$ cat config.mk
export PLATFORM = sky130hd
export DESIGN_NAME = phos_fec_v1_adc_zs_scanner
export DESIGN_NICKNAME = d
export VERILOG_FILES = /design/src/rtl/phos_fec_v1_adc_zs_scanner.sv
export SDC_FILE = /design/constraint.sdc
export NUM_CORES = 2
export LEC_CHECK = 0
export CORE_UTILIZATION = 25
export CTS_CLUSTER_DIAMETER = 50
export DETAILED_ROUTE_END_ITERATION = 7
export PLACE_DENSITY = 0.38
export SYNTH_ARGS = -nofsm -noshare
export SYNTH_HDL_FRONTEND = slang
export SYNTH_SLANG_ARGS = --single-unit
$ cat constraint.sdc
create_clock -name clk_i -period 16.4 [get_ports clk_i]
set_input_delay 4.1 -clock clk_i [delete_from_list [all_inputs] [get_ports clk_i]]
set_output_delay 4.1 -clock clk_i [all_outputs]
set_load 0.01 [all_outputs]
$ cat src/rtl/phos_fec_v1_adc_zs_scanner.sv
// Zero-suppression scanner: snapshots 64 ADC channels on a trigger, subtracts pedestals,
// thresholds, and streams surviving {eoe, ch, value} words followed by one end-of-event word.
module phos_fec_v1_adc_zs_scanner #(
    parameter  int ADC_BITS     = 12,
    parameter  int ADC_CHIPS    = 2,
    parameter  int ADC_CHIP_NCH = 32,
    localparam int ADC_NCH      = ADC_CHIPS * ADC_CHIP_NCH,
    localparam int CH_W         = $clog2(ADC_NCH),
    localparam int WORD_W       = 1 + CH_W + ADC_BITS
) (
    input  logic                        clk_i,
    input  logic                        rst_n_i,
    input  logic [ADC_NCH*ADC_BITS-1:0] adc_pdata_i,
    input  logic                        adc_valid_i,
    input  logic                        trig_i,
    input  logic                        zs_en_i,
    input  logic [ADC_BITS-1:0]         thr_i,
    input  logic                        ped_we_i,
    input  logic [CH_W-1:0]             ped_addr_i,
    input  logic [ADC_BITS-1:0]         ped_data_i,
    output logic                        m_valid_o,
    input  logic                        m_ready_i,
    output logic [WORD_W-1:0]           m_data_o,
    output logic                        busy_o,
    output logic [15:0]                 evt_cnt_o,
    output logic [15:0]                 drop_cnt_o
);

    typedef enum logic [1:0] {
        ST_IDLE,
        ST_ARM,
        ST_SCAN,
        ST_EOE
    } state_t;

    state_t state_q, state_d;

    logic [ADC_NCH-1:0][ADC_BITS-1:0] snap_q, snap_d;
    logic [ADC_NCH-1:0][ADC_BITS-1:0] ped_q, ped_d;
    logic                             zs_q, zs_d;
    logic [ADC_BITS-1:0]              thr_q, thr_d;
    logic [CH_W-1:0]                  ch_q, ch_d;
    logic [CH_W:0]                    nword_q, nword_d;
    logic                             m_valid_q, m_valid_d;
    logic [WORD_W-1:0]                m_data_q, m_data_d;
    logic [15:0]                      evt_q, evt_d;
    logic [15:0]                      drop_q, drop_d;

    logic [ADC_BITS-1:0] cur_smp;
    logic [ADC_BITS-1:0] cur_ped;
    logic [ADC_BITS-1:0] diff;
    logic                pass;
    logic                accept;
    logic                busy;
    logic                last_ch;

    // Evaluation uses the registered pedestal, so a same-cycle write only lands next cycle.
    always_comb begin
        cur_smp = snap_q[ch_q];
        cur_ped = ped_q[ch_q];
        diff    = (cur_ped > cur_smp) ? '0 : (cur_smp - cur_ped);
        pass    = !zs_q || (diff > thr_q);
        accept  = !m_valid_q || m_ready_i;
        busy    = (state_q != ST_IDLE) || m_valid_q;
        last_ch = (ch_q == CH_W'(ADC_NCH - 1));
    end

    always_comb begin
        state_d   = state_q;
        snap_d    = snap_q;
        ped_d     = ped_q;
        zs_d      = zs_q;
        thr_d     = thr_q;
        ch_d      = ch_q;
        nword_d   = nword_q;
        m_valid_d = m_valid_q;
        m_data_d  = m_data_q;
        evt_d     = evt_q;
        drop_d    = drop_q;

        if (m_valid_q && m_ready_i) begin
            m_valid_d = 1'b0;
        end

        if (ped_we_i) begin
            ped_d[ped_addr_i] = ped_data_i;
        end

        if (trig_i && busy && (drop_q != 16'hFFFF)) begin
            drop_d = drop_q + 16'd1;
        end

        case (state_q)
            ST_IDLE: begin
                if (trig_i && !busy) begin
                    state_d = ST_ARM;
                end
            end
            ST_ARM: begin
                if (adc_valid_i) begin
                    snap_d  = adc_pdata_i;
                    zs_d    = zs_en_i;
                    thr_d   = thr_i;
                    ch_d    = '0;
                    nword_d = '0;
                    state_d = ST_SCAN;
                end
            end
            ST_SCAN: begin
                // A passing channel waits for room in the output register; suppressed ones just advance.
                if (!pass || accept) begin
                    if (pass) begin
                        m_valid_d = 1'b1;
                        m_data_d  = {1'b0, ch_q, diff};
                        nword_d   = nword_q + 1'b1;
                    end
                    if (last_ch) begin
                        ch_d    = '0;
                        state_d = ST_EOE;
                    end else begin
                        ch_d = ch_q + 1'b1;
                    end
                end
            end
            ST_EOE: begin
                if (accept) begin
                    m_valid_d = 1'b1;
                    m_data_d  = {1'b1, {CH_W{1'b0}}, ADC_BITS'(nword_q)};
                    evt_d     = evt_q + 16'd1;
                    state_d   = ST_IDLE;
                end
            end
            default: begin
                state_d = ST_IDLE;
            end
        endcase
    end

    always_ff @(posedge clk_i or negedge rst_n_i) begin
        if (!rst_n_i) begin
            state_q   <= ST_IDLE;
            snap_q    <= '0;
            ped_q     <= '0;
            zs_q      <= 1'b0;
            thr_q     <= '0;
            ch_q      <= '0;
            nword_q   <= '0;
            m_valid_q <= 1'b0;
            m_data_q  <= '0;
            evt_q     <= '0;
            drop_q    <= '0;
        end else begin
            state_q   <= state_d;
            snap_q    <= snap_d;
            ped_q     <= ped_d;
            zs_q      <= zs_d;
            thr_q     <= thr_d;
            ch_q      <= ch_d;
            nword_q   <= nword_d;
            m_valid_q <= m_valid_d;
            m_data_q  <= m_data_d;
            evt_q     <= evt_d;
            drop_q    <= drop_d;
        end
    end

    assign m_valid_o  = m_valid_q;
    assign m_data_o   = m_data_q;
    assign busy_o     = busy;
    assign evt_cnt_o  = evt_q;
    assign drop_cnt_o = drop_q;

endmodule

==> results.yml <==
sta:
  tns_ps: 0
  final.setup_skew_ps: 38.27
  slew_headroom: 0.1951
  final-max-slew-violation-count: 0
  setup_violations: 0
  worst_pin_slew_ps: 1198
  layout_min_cycle_time_ps: 8566
  fin_crit_sh: 0.5223
  rsz0062_at_grt: "false"
  fmax_ghz: 0.1167
  finalHoldViolCount: 0
  holdWs_ps: 459.0
worst_setup_path:
  cp_top_family: "compound AO/OA/AOI/OAI gates"
  max_stage_delay_ps: 800
  worstSetupEndpointType: "register"
  worst_setup_path_startpoint: "ch_q[1]"
  crit_buf_inv: 4
  path_max_fanout: 68
  path_cells: "buf_12, buf_4, buf_4, mux4_2, mux4_2, nor2_1, o21ai_1, nand2_1, ha_1, inv_1, fa_1, a21o_1, a32oi_1, a21oi_1, nor3_1, o21ba_2, nor2_1, ha_1, nand4_1, a211o_1, a41oi_4, nand2_2, or3_1, o21ai_1"
  crit_type: "reg -> reg"
  setup.worst_path.end: "m_data_o[6]"
  cp.required_ps: 17170
  r2r_start: "ch_q[1]"
  cp.arrival_ps: 9340
  cp-start-kind: "register"
  critical_path_depth: 24
  reg2reg_slack_ps: 7830
  r2r-end: "m_data_o[6]"
  crit_slowest_cell: "dfrtp_4"
  worstRegToRegCells: 24
grt:
  grt_max_degree: 165
  antenna_found_initial: 166
  grt_pass1_vias: 51310
  overflow: 0
  grt_pass1_wl_um: 411200
  grt_usage: 0.1909
yosys:
  synth_area_per_cell_um2: 14.76
  synth_cells: 5055
  ys_types: 59
  ys_seq_area_frac: 0.5421
  syn_nets: 5894
  synth_compound_area_frac: 0.03872
  ys.warnings.count: 0
  synth_edf_count: 0
  synthMuxAreaShare: 0.3548
  synth-seq-cells: 1616
  synth_xor_area_frac: 0.004579
  synthAdderAreaFrac: 0.005804
  synth-simple-area-share: 0.02676
  synth_top_family_by_area: "multiplexers"
  async_reset_ff_frac: 1.000
  syn_area_um2: 74590
  ys.flop_type: "dfrtp_1"
cells_and_area:
  drive_gt1_frac: 0.4085
  final_util: 0.3255
  final_cell_mix: "dfrtp_1, mux2_2, clkdlybuf4s50_1"
  final_common_cell: "dfrtp_1"
  stdcell_area_um2: 96600
  area_growth_pct: 29.51
  final_cells: 10080
  final_net_count: 6710
clock_network:
  cts_made_buffers: 277
  hold_buffers: 0
  clkTransAtPathRegs_ps: 50
  clk_path_buf_depth: 4
  cts_tree: "done"
  clock-root-buffer: "clkbuf_16"
  clock_latency_ps: 880
  cts_sinks: 1616
  cts.repair.resized: 0
  cts_max_level: 5
  post_cts_buffers: 0
detailed_routing:
  vias: 48080
  drt_iter0_drc: 2561
  drc_errors: 0
  dr.pass1.iters: 7
  routed_via_density: 4.771
  detail-route-antenna-nets: 0
  wirelength_um: 291700
  wl_per_cell_um: 28.95
place:
  dpl_cell_area_um2: 87120
  dp_hpwl_um: 204200
  dp_cells: 9531
  gp_congestion: 0.7889
  portBuffers: 857
die:
  die_area_um2: 300600
  core-area_um2: 296800
  die-height_um: 548.2
  die_w_um: 548.2
  num_rows: 200
  start_util: 0.2513
  num_io_pins: 858
hold_path:
  min_path_type: "reg -> reg"
power_and_ir_drop:
  ir_drop_v: 0.00007945
  power.density_nw_per_um2: 172.5
  p_leak_nw: 40.22
status:
  status: "complete, no violations"
flow_run:
  max_cap_violations: 0
cell families after synthesis:
logic type,Yosys count
buf+inv,443
compound gates,417
simple gates,446
mux,2060
flops,1616
fa+ha+maj,34
xor+xnor,39
worst min-delay path by stage:
| stage | from | to | slack, ps | cells after the start |
|---|---|---|---|---|
| after floorplan | ped_q[120] | ped_q[120] | 470 | 1 |
| after global placement | evt_cnt_o[15] | evt_cnt_o[15] | 460 | 1 |
| after detailed placement | evt_cnt_o[15] | evt_cnt_o[15] | 460 | 1 |
| after CTS | evt_cnt_o[15] | evt_cnt_o[15] | 470 | 1 |
| after global routing | evt_cnt_o[15] | evt_cnt_o[15] | 490 | 1 |
| final | evt_cnt_o[15] | evt_cnt_o[15] | 460 | 1 |
synthesized netlist by cell type (all sizes together) (21+ instances only):
library cell  count  area share
dfrtp          1616        0.54
mux2           1552        0.23
mux4            312       0.094
clkbuf          273       0.014
mux2i           196       0.026
nand2           177      0.0089
buf             145       0.012
nor2            112      0.0057
o221ai           96       0.011
a21oi            89      0.0060
nor3             64      0.0043
o22ai            62      0.0052
o21ai            42      0.0028
ha               33      0.0055
xnor2            30      0.0035
a31oi            27      0.0023
inv              25      0.0013
a311oi           24      0.0028
nand3            22      0.0015
o31ai            21      0.0021
where the power goes:
part / switching, mW / internal [mW] / leakage [nW]
Clock: 2.21 / 3.69 / 4.53
Sequential: 0.781 / 5.28 / 20.3
Combinational: 2.24 / 2.47 / 15.3
metrics by stage:
step,power [mW],setup slack (ps)
after global placement,10.83,7807
after global routing,17.53,7358
after CTS,16.93,7748
after detailed placement,10.91,7812
after floorplan,9.056,10710
final,16.67,7834
flip-flops by register name, indices dropped and copies added (netlist names):
signal,flops
evt_cnt_o,16
ch_q,6
nword_q,7
zs_q,1
state_q,2
snap_q,768
m_valid_o,1
drop_cnt_o,16
thr_q,12
m_data_o,19
ped_q,768
layer usage:
layer,share of wire,global-route usage,vias up
li1,-,-,20660
met1,0.44,0.2492,25420
met2,0.48,0.3165,1344
met4,0.021,0.04129,92
met3,0.059,0.04943,561
met5,0.0021,0,-
layout make-up:
type | count | area [um^2]
flip-flops and latches | 1616 | 40460
diodes | 47 | 117.6
repair buffers | 955 | 9409
multi-input cells | 2996 | 32230
clock buffers | 355 | 7712
clock inverters | 144 | 1648
fillers | 29350 | 200200
well taps | 3939 | 4928
inverters | 25 | 103.9
Power figures use the tool's default switching activity.
